===== config.mk =====
export PLATFORM = sky130hd
export DESIGN_NAME = nanov_fetch_seq
export DESIGN_NICKNAME = d
export VERILOG_FILES = /design/src/rtl/nanov_fetch_seq.sv
export SDC_FILE = /design/constraint.sdc
export NUM_CORES = 1
export LEC_CHECK = 0
export BUFFER_PORTS_ARGS = -buffer_cell sky130_fd_sc_hd__buf_4
export CORE_MARGIN = 2
export CORE_UTILIZATION = 51
export CTS_CLUSTER_SIZE = 12
export DETAILED_ROUTE_END_ITERATION = 10
export PLACE_DENSITY = 0.76
export SYNTH_ARGS = -nofsm -noshare
export SYNTH_HDL_FRONTEND = slang
export SYNTH_SLANG_ARGS = --single-unit

===== constraint.sdc =====
create_clock -name clk -period 3.11 [get_ports clk]
set_clock_uncertainty 0.05 [all_clocks]
set_input_delay 0.311 -clock clk [delete_from_list [all_inputs] [get_ports clk]]
set_output_delay 0.311 -clock clk [all_outputs]
set_load 0.03 [all_outputs]

===== src/rtl/nanov_fetch_seq.sv =====
// ============================================================================
// Module   : nanov_fetch_seq
// Brief    : Bit-serial SPI-flash instruction fetch/sequencer feeding nanoV.
// Revision : 1.0 - initial release
// ============================================================================
`default_nettype none

module nanov_fetch_seq #(
  parameter int          PC_BITS    = 22,
  parameter logic [23:0] RESET_ADDR = 24'h000000,
  parameter logic [31:0] NOP        = 32'h00000013
) (
  input  logic        clk,
  input  logic        rstn,
  input  logic        branch,
  input  logic        shift_pc,
  input  logic [31:0] data_out,
  output logic [31:0] instr,
  output logic [30:0] next_instr,
  output logic [2:0]  cycle,
  output logic [4:0]  counter,
  output logic        pc,
  output logic        spi_select,
  output logic        spi_clk_en,
  output logic        spi_mosi,
  input  logic        spi_miso
);

  typedef enum logic [1:0] {
    ST_IDLE = 2'd0,
    ST_CMD  = 2'd1,
    ST_FILL = 2'd2,
    ST_RUN  = 2'd3
  } state_t;

  localparam logic [PC_BITS-1:0] PC_RESET = PC_BITS'(RESET_ADDR);
  localparam logic [7:0]         SPI_READ = 8'h03;

  state_t               state_q, state_d;
  logic [4:0]           counter_q, counter_d;
  logic [2:0]           cycle_q, cycle_d;
  logic [31:0]          instr_q, instr_d;
  logic [31:0]          word_q, word_d;
  logic [PC_BITS-1:0]   pc_q, pc_d;
  logic                 taken_q, taken_d;

  logic                 last;
  logic [2:0]           ncyc;
  logic                 final_cyc;
  logic                 fetching;
  logic [4:0]           bit_idx;
  logic [31:0]          word_next;
  logic [23:0]          fetch_addr;
  logic [31:0]          cmd_word;

  function automatic logic [2:0] ncyc_of(input logic [6:0] op, input logic [1:0] f3_lo);
    logic [2:0] n;
    n = 3'd1;
    case (op)
      7'b1101111, 7'b1100111: n = 3'd2;
      7'b1100011:             n = 3'd2;
      7'b0000011:             n = 3'd3;
      7'b0100011:             n = 3'd2;
      7'b0010011, 7'b0110011: n = (f3_lo == 2'b01) ? 3'd2 : 3'd1;
      default:                n = 3'd1;
    endcase
    return n;
  endfunction

  assign last      = (counter_q == 5'd31);
  assign ncyc      = ncyc_of(instr_q[6:0], instr_q[13:12]);
  assign final_cyc = (cycle_q == (ncyc - 3'd1));
  assign fetching  = (state_q == ST_FILL) || ((state_q == ST_RUN) && final_cyc);

  // Flash streams each byte MSB first; bytes land little-endian.
  assign bit_idx = {counter_q[4:3], ~counter_q[2:0]};

  always_comb begin
    word_next          = (counter_q == 5'd0) ? 32'd0 : word_q;
    word_next[bit_idx] = spi_miso;
  end

  assign fetch_addr = 24'(pc_q) & 24'hFFFFFC;
  assign cmd_word   = {SPI_READ, fetch_addr};

  always_comb begin
    state_d   = state_q;
    counter_d = counter_q + 5'd1;
    cycle_d   = cycle_q;
    instr_d   = instr_q;
    word_d    = word_q;
    pc_d      = pc_q;
    taken_d   = taken_q;

    if (fetching) begin
      word_d = word_next;
    end

    if (shift_pc) begin
      pc_d = {pc_q[0], pc_q[PC_BITS-1:1]};
    end

    unique case (state_q)
      ST_IDLE: begin
        cycle_d = 3'd0;
        taken_d = 1'b0;
        if (last) state_d = ST_CMD;
      end
      ST_CMD: begin
        cycle_d = 3'd0;
        taken_d = 1'b0;
        if (last) state_d = ST_FILL;
      end
      ST_FILL: begin
        cycle_d = 3'd0;
        taken_d = 1'b0;
        if (last) begin
          state_d = ST_RUN;
          instr_d = word_next;
        end
      end
      ST_RUN: begin
        if (branch) taken_d = 1'b1;
        if (last) begin
          if (final_cyc) begin
            cycle_d = 3'd0;
            taken_d = 1'b0;
            // A branch on the end clock itself still redirects.
            if (taken_q || branch) begin
              pc_d    = data_out[PC_BITS-1:0];
              state_d = ST_IDLE;
              instr_d = NOP;
            end else begin
              pc_d    = pc_q + PC_BITS'(4);
              instr_d = word_next;
            end
          end else begin
            cycle_d = cycle_q + 3'd1;
          end
        end
      end
      default: begin
        state_d = ST_IDLE;
      end
    endcase
  end

  always_ff @(posedge clk or negedge rstn) begin
    if (!rstn) begin
      state_q   <= ST_IDLE;
      counter_q <= 5'd0;
      cycle_q   <= 3'd0;
      instr_q   <= NOP;
      word_q    <= 32'd0;
      pc_q      <= PC_RESET;
      taken_q   <= 1'b0;
    end else begin
      state_q   <= state_d;
      counter_q <= counter_d;
      cycle_q   <= cycle_d;
      instr_q   <= instr_d;
      word_q    <= word_d;
      pc_q      <= pc_d;
      taken_q   <= taken_d;
    end
  end

  generate
    if (PC_BITS < 32) begin : g_unused_hi
      logic unused_data_hi;
      assign unused_data_hi = ^data_out[31:PC_BITS];
    end
  endgenerate

  assign instr      = instr_q;
  assign next_instr = fetching ? word_next[30:0] : 31'd0;
  assign cycle      = cycle_q;
  assign counter    = counter_q;
  assign pc         = pc_q[0];
  assign spi_select = (state_q == ST_IDLE);
  assign spi_clk_en = (state_q == ST_CMD) || fetching;
  assign spi_mosi   = (state_q == ST_CMD) ? cmd_word[~counter_q] : 1'b0;

endmodule

`default_nettype wire

==> flow_summary.yaml <==
cts:
  hold_buffers: 0
  clk_latency_ns: 0.35
  clk_pin_slew_ns: 0.07
  cts_root_buf: "clkbuf_16"
  clock-sinks: 97
  cts_tree: "done"
  ctsLongestPathBuffers: 2
  numCtsBuffers: 9
  htreeDepth: 3
route:
  drtIter0Drc: 283
  dr.pass1.iters: 4
  finalWirelength_mm: 15.3
  postRouteAntennaNets: 0
  avgRoutedWirePerCell_um: 17.2
  drc: 0
  vias_per_cell: 5.86
  vias: 5203
power:
  p_leak_nw: 3.48
  ir_drop_uv: 310
  power_w: 0.00341
  power.density_nw_per_um2: 464
placement:
  portBuffers: 101
  place.gp.congestion: 0.869
  dpl_cell_area_um2: 6910
  dp_hpwl_mm: 10.4
worst_setup_path:
  critPathKind: "register to primary output"
  cpLargestDelayFamily: "simple AND/OR/NAND/NOR gates"
  critPathSlowestCell: "dfrtp_1"
  cp-end-kind: "primary output"
  cp_cell_sequence: "nor3_2, and4b_4, nor2_2, nor2_2, a31oi_1, ha_1, xnor2_2, nor2_2, a41oi_2, buf_12, nor2_2, buf_6"
  startpoint_type: "register"
  crit_path_max_incr_delay_ns: 0.41
  cp_data_required_time_ns: 2.75
  cp.arrival_ns: 2.91
  cp_max_fo: 34
  critPathBufInv: 2
  worst_path_most_repeated_cell: "nor2_2"
  rr_startpoint: "instr[3]"
  startpoint: "instr[3]"
global_route:
  grtUsageMet2_pct: 38.1
  grt_max_degree: 65
  grt_pass1_vias: 4918
  grtUsageMet1_pct: 33.6
  grtUsageTotal_pct: 24.1
  grt_use_met3_pct: 4.21
  antenna_found_initial: 0
  gr-total-overflow: 0
  top_usage_layer: "met2"
  grt_pass1_wl_mm: 24.6
final_layout:
  final_util_pct: 64.1
  final_cell_mix: "119 x buf_4, 109 x nor2_1, 94 x dfrtp_1, 56 x nand2_1, 53 x a21oi_1"
  area_growth_pct: 22.5
  layout_commonest_cell: "buf_4"
  drive_gt1_share_pct: 29.5
  fin_area_um2: 7350
  fill_cells: 930
  n_antenna_cell: 0
  nets: 789
synthesis:
  async_flop_share_pct: 100
  synth-seq-area-share_pct: 40.5
  netlist_instances: 650
  yosys_warnings: 0
  netlist.area_leader.share_pct: 39.2
  synth_area_leader_cell: "dfrtp_1"
  avgSynthCellArea_um2: 9.23
  synth-main-ff-cell: "dfrtp_1"
  netlist_top_cells_area: "dfrtp_1 39%, mux2_4 7.5%, nor2_1 7.1%"
  synth.distinct_cells: 62
  ys_ff_latch: 97
  syn_area_um2: 6000
  synth_edf_count: 0
  syn_nets: 699
worst_hold_path:
  hold_path.class: "primary input to asynchronous set/reset pin"
run_status:
  violations: "negative setup slack"
  status: "finished with violations"
timing:
  finalHoldViolCount: 0
  finalCritPeriodShare_pct: 105
  rsz0062_at_grt: "yes"
  max_freq_mhz: 306
  slew_headroom_pct: 42.2
  finalSetupViolations: 33
  min_period_ns: 3.27
  hold-worst-slack_ns: 0.0227
  drv_slew: 0
  worst_pin_slew_ns: 0.866
  worst_slack_ns: -0.163
floorplanning:
  die_y_um: 112
  dieArea_um2: 12600
  fp.dieW_um: 112
  coreArea_um2: 11500
  ios: 112
  initial_core_util_pct: 52.3
  rows: 39
job:
  maxCapViolations: 0
[sequential cells by signal, indices dropped and copies added (netlist names)]
register  cells
counter       5
cycle         3
taken_q       1
pc_q         22
instr        32
word_q       32
state_q       2
[cell usage after synthesis, types with 4 or more instances]
cell type / instances
xor2_1: 11
mux2_2: 14
xnor2_1: 11
and3_1: 13
nor4_1: 4
ha_1: 12
nand4_1: 4
and2_1: 9
mux2i_1: 21
a31oi_1: 14
dfrtp_1: 94
o21a_1: 12
nor2b_1: 6
mux2_4: 30
nand2b_1: 4
a21oi_1: 54
buf_2: 19
clkbuf_1: 23
a211oi_1: 16
nand3_1: 24
inv_1: 13
o21ai_0: 16
nor2_1: 114
nand2_1: 57
[layer usage]
layer | part of all wire, % | vias to the layer above
li1 | - | 2453
met1 | 46 | 2582
met2 | 47 | 146
met3 | 5.5 | 22
met4 | 1.9 | 0
met5 | 0 | -
[layout make-up]
class	count	area [µm²]	area share, %
tap	143	179	2.44
timing repair buffer	129	1050	14.3
clock inverter	5	63.8	0.869
multi-input combinational	489	3330	45.3
clock buffer	11	243	3.30
sequential	97	2430	33.1
inverter	14	52.6	0.715
[report_power, final]
part / switching (W) / internal [W]
registers: 0.000240 / 0.00140
clock network: 0.000509 / 0.000652
logic: 0.000300 / 0.000316
[worst paths after layout]
kind	cells past startpoint	to	slack (ns)
worst max-delay path	12	next_instr[11]	-0.16
worst min-delay path	1	instr[14]	0.02
worst max register to register	14	state_q[1]	-0.04
worst min register to register	1	instr[9]	0.47
max in group asynchronous	2	instr[1]	2.23
min in group clk	3	pc_q[6]	0.19
[per-stage QoR]
step / instances / setup TNS [ns] / worst slack, ns
floorplan: 650 / -0.973 / -0.0342
global placement: 865 / 0 / 0.0633
detailed placement: 865 / 0 / 0.00749
CTS: 882 / -0.822 / -0.0563
global route: 888 / -11.61 / -0.282
finish: 888 / -4.02 / -0.163
[cells by family (layout without fill, tap and decap cells)]
logic type	count (synthesis)	after routing	share of synthesized area (%)
AND/OR/NAND/NOR	252	252	19.2
flip-flops	97	97	40.5
AO/OA/AOI/OAI	135	135	14.8
buffers and inverters	64	159	4.94
XOR/XNOR	22	22	3.21
adder cells (fa/ha/maj)	12	12	2.50
multiplexers	68	68	14.8
[repair_timing]
item                       in CTS  in global routing
setup endpoints to repair      33                 61
resized for setup               8                 11
buffers inserted                1                  7
pin swaps                       1                  1
No activity file was read; power rests on OpenSTA's default activity.
